[config.mk]
export PLATFORM = sky130hd
export DESIGN_NAME = alu_mul_seq
export DESIGN_NICKNAME = d
export VERILOG_FILES = /design/src/rtl/alu_mul_seq.sv
export SDC_FILE = /design/constraint.sdc
export NUM_CORES = 1
export LEC_CHECK = 0
export CAP_MARGIN = 10
export CORE_MARGIN = 5
export CORE_UTILIZATION = 40
export DETAILED_ROUTE_END_ITERATION = 7
export PLACE_DENSITY = 0.79
export SLEW_MARGIN = 40
export SYNTH_ARGS = -nofsm -noshare
export SYNTH_HDL_FRONTEND = slang
export SYNTH_SLANG_ARGS = --single-unit
export TNS_END_PERCENT = 1
[constraint.sdc]
create_clock -name clk -period 1.83 [get_ports clk]
set_clock_uncertainty 0.2 [all_clocks]
set_input_delay 0.2745 -clock clk [delete_from_list [all_inputs] [get_ports clk]]
set_output_delay 0.2745 -clock clk [all_outputs]
set_load 0.05 [all_outputs]
[src/rtl/alu_mul_seq.sv]
`timescale 1ns/1ps
// Unsigned shift-and-add multiplier that borrows the shared ALU for one ADD per multiplier bit.
// The product {prod_hi, prod_lo} is exact and is held until the next accepted start.
module alu_mul_seq #(
  parameter int W = 8
) (
  input  logic         clk,
  input  logic         reset,
  input  logic         start,
  input  logic [W-1:0] op_a,
  input  logic [W-1:0] op_b,
  output logic         busy,
  output logic         done,
  output logic [W-1:0] prod_hi,
  output logic [W-1:0] prod_lo,
  output logic         alu_own,
  output logic [3:0]   alu_ctrl,
  output logic [W-1:0] alu_a,
  output logic [W-1:0] alu_b,
  input  logic [W-1:0] alu_result,
  input  logic         alu_cout
);

  localparam int              CW      = (W > 1) ? $clog2(W) : 1;
  localparam logic [3:0]      ALU_ADD = 4'b0000;
  localparam logic [CW-1:0]   LAST    = CW'(W - 1);

  typedef enum logic [1:0] {
    IDLE = 2'd0,
    RUN  = 2'd1,
    DONE = 2'd2
  } state_t;

  state_t        r_state;
  state_t        w_state_nxt;
  logic [W-1:0]  r_acc;
  logic [W-1:0]  r_lo;
  logic [W-1:0]  r_mcand;
  logic [CW-1:0] r_cnt;
  logic          w_run;
  logic          w_accept;
  logic          w_zero;

  assign w_run    = (r_state == RUN);
  assign w_accept = start && !w_run;
  assign w_zero   = (op_a == '0) || (op_b == '0);

  always_ff @(posedge clk) begin
    if (reset) begin
      r_state <= IDLE;
    end else begin
      r_state <= w_state_nxt;
    end
  end

  always_comb begin
    w_state_nxt = r_state;
    case (r_state)
      IDLE: begin
        if (w_accept) w_state_nxt = w_zero ? DONE : RUN;
      end
      RUN: begin
        if (r_cnt == LAST) w_state_nxt = DONE;
      end
      DONE: begin
        if (w_accept) w_state_nxt = w_zero ? DONE : RUN;
        else          w_state_nxt = IDLE;
      end
      default: w_state_nxt = IDLE;
    endcase
  end

  // Each RUN cycle adds the gated multiplicand and shifts {carry, sum, lo} right by one.
  always_ff @(posedge clk) begin
    if (reset) begin
      r_acc   <= '0;
      r_lo    <= '0;
      r_mcand <= '0;
      r_cnt   <= '0;
    end else if (w_accept) begin
      r_acc   <= '0;
      r_lo    <= w_zero ? '0 : op_b;
      r_mcand <= op_a;
      r_cnt   <= '0;
    end else if (w_run) begin
      r_acc   <= {alu_cout, alu_result[W-1:1]};
      r_lo    <= {alu_result[0], r_lo[W-1:1]};
      r_cnt   <= r_cnt + CW'(1);
    end
  end

  assign busy     = w_run;
  assign alu_own  = w_run;
  assign done     = (r_state == DONE);
  assign prod_hi  = r_acc;
  assign prod_lo  = r_lo;
  assign alu_ctrl = ALU_ADD;
  assign alu_a    = w_run ? r_acc : '0;
  assign alu_b    = (w_run && r_lo[0]) ? r_mcand : '0;

endmodule

; After elaboration in Yosys (flattened, before gate mapping)
; Cells that the tools add are included.
[classes]
n_reduce_logical = 10
addsub = 1
eq_ne = 5
mux = 10
[ops]
columns = op, count
row1 = $mux 8, 5
row2 = $logic_not 8->1, 2
row3 = $mux 2, 4
row4 = $pmux 2 s3, 1
row5 = $add 3x1->3 const B, 1
row6 = $eq 3x3->1 const B, 1
row7 = $eq 2x1->1 const B, 1
row8 = $eq 2x2->1 const B, 1
row9 = $logic_and 1x1->1, 2
row10 = $logic_not 2->1, 1
row11 = $ne 2x1->1 const B, 1
row12 = $ne 2x2->1 const B, 1
row13 = $reduce_and 2->1, 1
row14 = $reduce_bool 2->1, 1
row15 = $reduce_or 2->1, 1
row16 = $logic_not 1->1, 1
row17 = $logic_or 1x1->1, 1
[totals]
elab_cells = 31
ff_bits = 29
inputBits = 28

; Longest topological paths before layout
[depth]
word_depth = 5
ltp_mapped = 6
mapped_depth_nobuf = 5

; Worst setup path after synthesis
; OpenSTA, ideal clock, no wires.
[synth_timing]
kind = flip-flop to output port
start = register r_state[0]
end = output alu_a[0]
n_path_buf = 1
slack_ns = -0.276
arrival_time_ns = 1.631
stages_incl_launch_ff = 5
path_cell_list = dfxtp_1 nand2b_4 inv_1 clkbuf_1 and2_1
[synth_between]
elab_chain_cells = 2
[synth_rtl]
columns = element, line_no
row1 = from (decl), 34  ; state_t r_state;
row2 = from (signal assigned), 52  ; r_state <= w_state_nxt;
row3 = $eq 2x1->1, 44  ; assign w_run = (r_state == RUN);
row4 = named net alu_own, 16  ; output logic alu_own,
row5 = $mux 8, 98  ; assign alu_a = w_run ? r_acc : '0;
row6 = to (decl), 18  ; output logic [W-1:0] alu_a,
; The timed path passes the listed nets, and every way through them passes these cells.

; Worst setup path after layout
[layout_timing]
start = register r_state[1]
end = output alu_b[5]
[layout_between]
elab_chain_cells = 3
[layout_rtl]
columns = element, line_no
row1 = $eq 2x1->1, 44
row2 = $logic_and 1x1->1, 99  ; assign alu_b = (w_run && r_lo[0]) ? r_mcand : '0;
row3 = $mux 8, 99
row4 = to (decl), 19  ; output logic [W-1:0] alu_b,
; Every way passes these cells.

==> impl_metrics.yaml <==
synth:
  yosysTopAreaCell: "dfxtp_1"
  synth_area_leaders: "dfxtp_1 (42%), nand2_1 (11%), a21oi_1 (6.9%)"
  ys_ff_latch: 29
  yosysTopAreaCellShare: 0.424
  netlist_area_um2: 1370
  synth_cell_types: 28
  yosysWarningCount: 0
  post_synth_inst_count: 173
  ys_seq_area_frac: 0.424
  syn_avg_cell_area_um2: 7.91
hold_path:
  min_path_type: "reg2reg"
detailed_routing:
  vias: 1413
  via_per_inst: 5.01
  wl_per_cell_um: 13.5
  wl_um: 3810
  dr.pass1.iters: 4
  drt-initial-drc-count: 50
  ant_nets: 0
  drc_errors: 0
clock_network:
  cts_buffers: 5
  worst_skew_pair.late_latency_ns: 0.32
  cts_root_buf: "clkbuf_4"
  cts_tree: "built"
  clock_tree.buffer_depth: 2
  cts.sinks: 29
  htreeDepth: 2
  hold_buffers: 0
  path_clk_slew_ns: 0.09
global_routing:
  antenna_found_initial: 0
  grt_use_total: 0.164
  grt_pass1_vias: 1233
  grt_first_pass_wirelength_um: 5700
  overflow: 0
  grt_max_degree: 23
pwr:
  combPwrFrac: 0.350
  clkPwrFrac: 0.228
  swShare: 0.347
  leakage_uw: 0.000940
  irDropWorstVdd_mv: 0.472
  p_int_uw: 1120
  p_per_area_nw_per_um2: 729
  p_switching_uw: 595
  pwr-share-seq: 0.422
die:
  row_count: 21
  dieArea_um2: 4690
  ios: 67
  fp.coreArea_um2: 3340
  initial_core_util: 0.410
  die_w_um: 68.5
  die_h_um: 68.5
timing:
  timing.hold.ws_ns: 0.262
  final-hold-violation-count: 0
  grt_setup_unrepaired: "true"
  fmax_mhz: 549
  setup-violations-final: 0
  period_minus_slack_ns: 1.82
  setup_tns_ns: 0
  finalMaxSlewViolations: 0
  fin_crit_sh: 0.995
placement:
  place_inst: 272
  port_buffers: 62
  finalWeightedCongestion: 0.737
  place_hpwl_um: 2670
  place_area_um2: 2170
finish:
  fillCellCount: 266
  instances_no_fill: 282
  finish.net_count: 266
  diodes: 0
  drive_above_1_share: 0.305
  design_area_um2: 2350
  syn_to_final_growth_pct: 71.8
setup_path:
  cp-end-kind: "primary output"
  required_ns: 1.36
  worstPathArrival_ns: 1.35
  worstPathMaxFanout: 7
  path_class: "reg2out"
  crit_path_start_kind: "flop"
run_status:
  status: "completed"
run:
  cap_violations: 0
==> worst max-delay path: stages, from the launching register on <==
cell and delay [ns]:
dfxtp_2 0.33, nand2b_4 0.15, inv_6 0.09, clkbuf_16 0.14, and3_4 0.19, buf_12 0.13
==> routing by layer <==
layer	wire (um)	vias to the layer above	global-route usage
met3	380	5	0.0746
met4	42	0	0.0645
met2	1810	65	0.261
met1	1570	644	0.190
met5	0	-	0
li1	-	699	-
==> state kept, by name (all words and copies together) (netlist names) <==
register	flops
r_mcand	8
r_state	2
r_cnt	3
prod_lo	8
prod_hi	8
==> final timing paths <==
check	to	start	slack, ns	cells past startpoint
setup / recovery	alu_b[5]	r_state[1]	0.009	5
hold / removal	r_mcand[2]	r_mcand[2]	0.26	2
setup reg to reg	prod_lo[4]	r_state[1]	0.14	6
hold reg to reg	r_mcand[2]	r_mcand[2]	0.26	2
==> layout make-up <==
class,count,area [um^2],area share
Sequential cell,29,587,0.249
Multi-Input combinational cell,129,738,0.314
Clock buffer,7,55.1,0.0234
Tap cell,46,57.6,0.0245
Inverter,1,8.76,0.00372
Timing Repair Buffer,70,906,0.385
==> what timing repair did <==
| action | 4_1_cts | 5_1_grt |
|---|---|---|
| pin swaps | 0 | 4 |
| setup buffers | 0 | 1 |
| endpoints found under the setup margin | 16 | 21 |
| cloned | 1 | 1 |
| gates resized for setup | 12 | 9 |
==> placed cells by master (no fill, tap or decap), drive strengths merged <==
cell           netlist  layout
buf                 12      42
nand2               41      41
dfxtp               29      29
clkdlybuf4s50        0      27
a21oi               19      19
nor2                 9       9
and2                 9       9
and3                 8       8
o21ai                8       8
nand3                8       8
a211oi               8       8
clkbuf               5       8
nor4                 4       4
conb                 1       4
nand2b               4       4
ha                   2       2
inv                  1       1
nor2b                1       1
o21a                 1       1
xnor2                1       1
or3                  1       1
o31ai                1       1
==> synthesized netlist by cell type <==
cell type / count
nand3_1: 6
or3_1: 1
o21a_1: 1
o31ai_1: 1
o21ai_0: 8
buf_4: 6
nor2b_1: 1
dfxtp_1: 29
a21oi_1: 19
buf_8: 1
a211oi_2: 2
nor4_1: 4
nor2_1: 9
and3_1: 8
conb_1: 1
ha_1: 2
inv_1: 1
nand2_2: 1
nand2b_4: 1
xnor2_1: 1
buf_6: 1
clkbuf_1: 5
buf_2: 4
and2_1: 9
nand3_2: 2
nand2b_1: 3
nand2_1: 40
a211oi_1: 6
==> power groups by stage <==
stage               Sequential (uW)  Combinational (uW)  Clock [uW]
global placement                731                 549           0
global route                    732                 639         438
detailed placement              733                 555           0
floorplan                       828                 246           0
finish                          724                 599         390
CTS                             722                 584         406
==> through the flow <==
| step | setup slack (ns) | utilization | total power (uW) |
|---|---|---|---|
| CTS | -0.0157 | 0.688 | 1710 |
| floorplan | 0.0310 | - | 1070 |
| global route | -0.0569 | 0.705 | 1810 |
| detailed placement | -0.0306 | 0.651 | 1290 |
| global placement | -0.0551 | 0.651 | 1280 |
| finish | 0.00867 | 0.705 | 1710 |
==> cell families after synthesis <==
group,count (synthesis),share of synthesized area
AOI/OAI and AO/OA,37,0.161
xor gates and xnor gates,1,0.00640
adders and majority gates,2,0.0183
buffers and inverters,18,0.0832
DFF,29,0.424
other,1,0.00274
and+or+nand+nor,85,0.304
(Power assumes the default switching activity.)
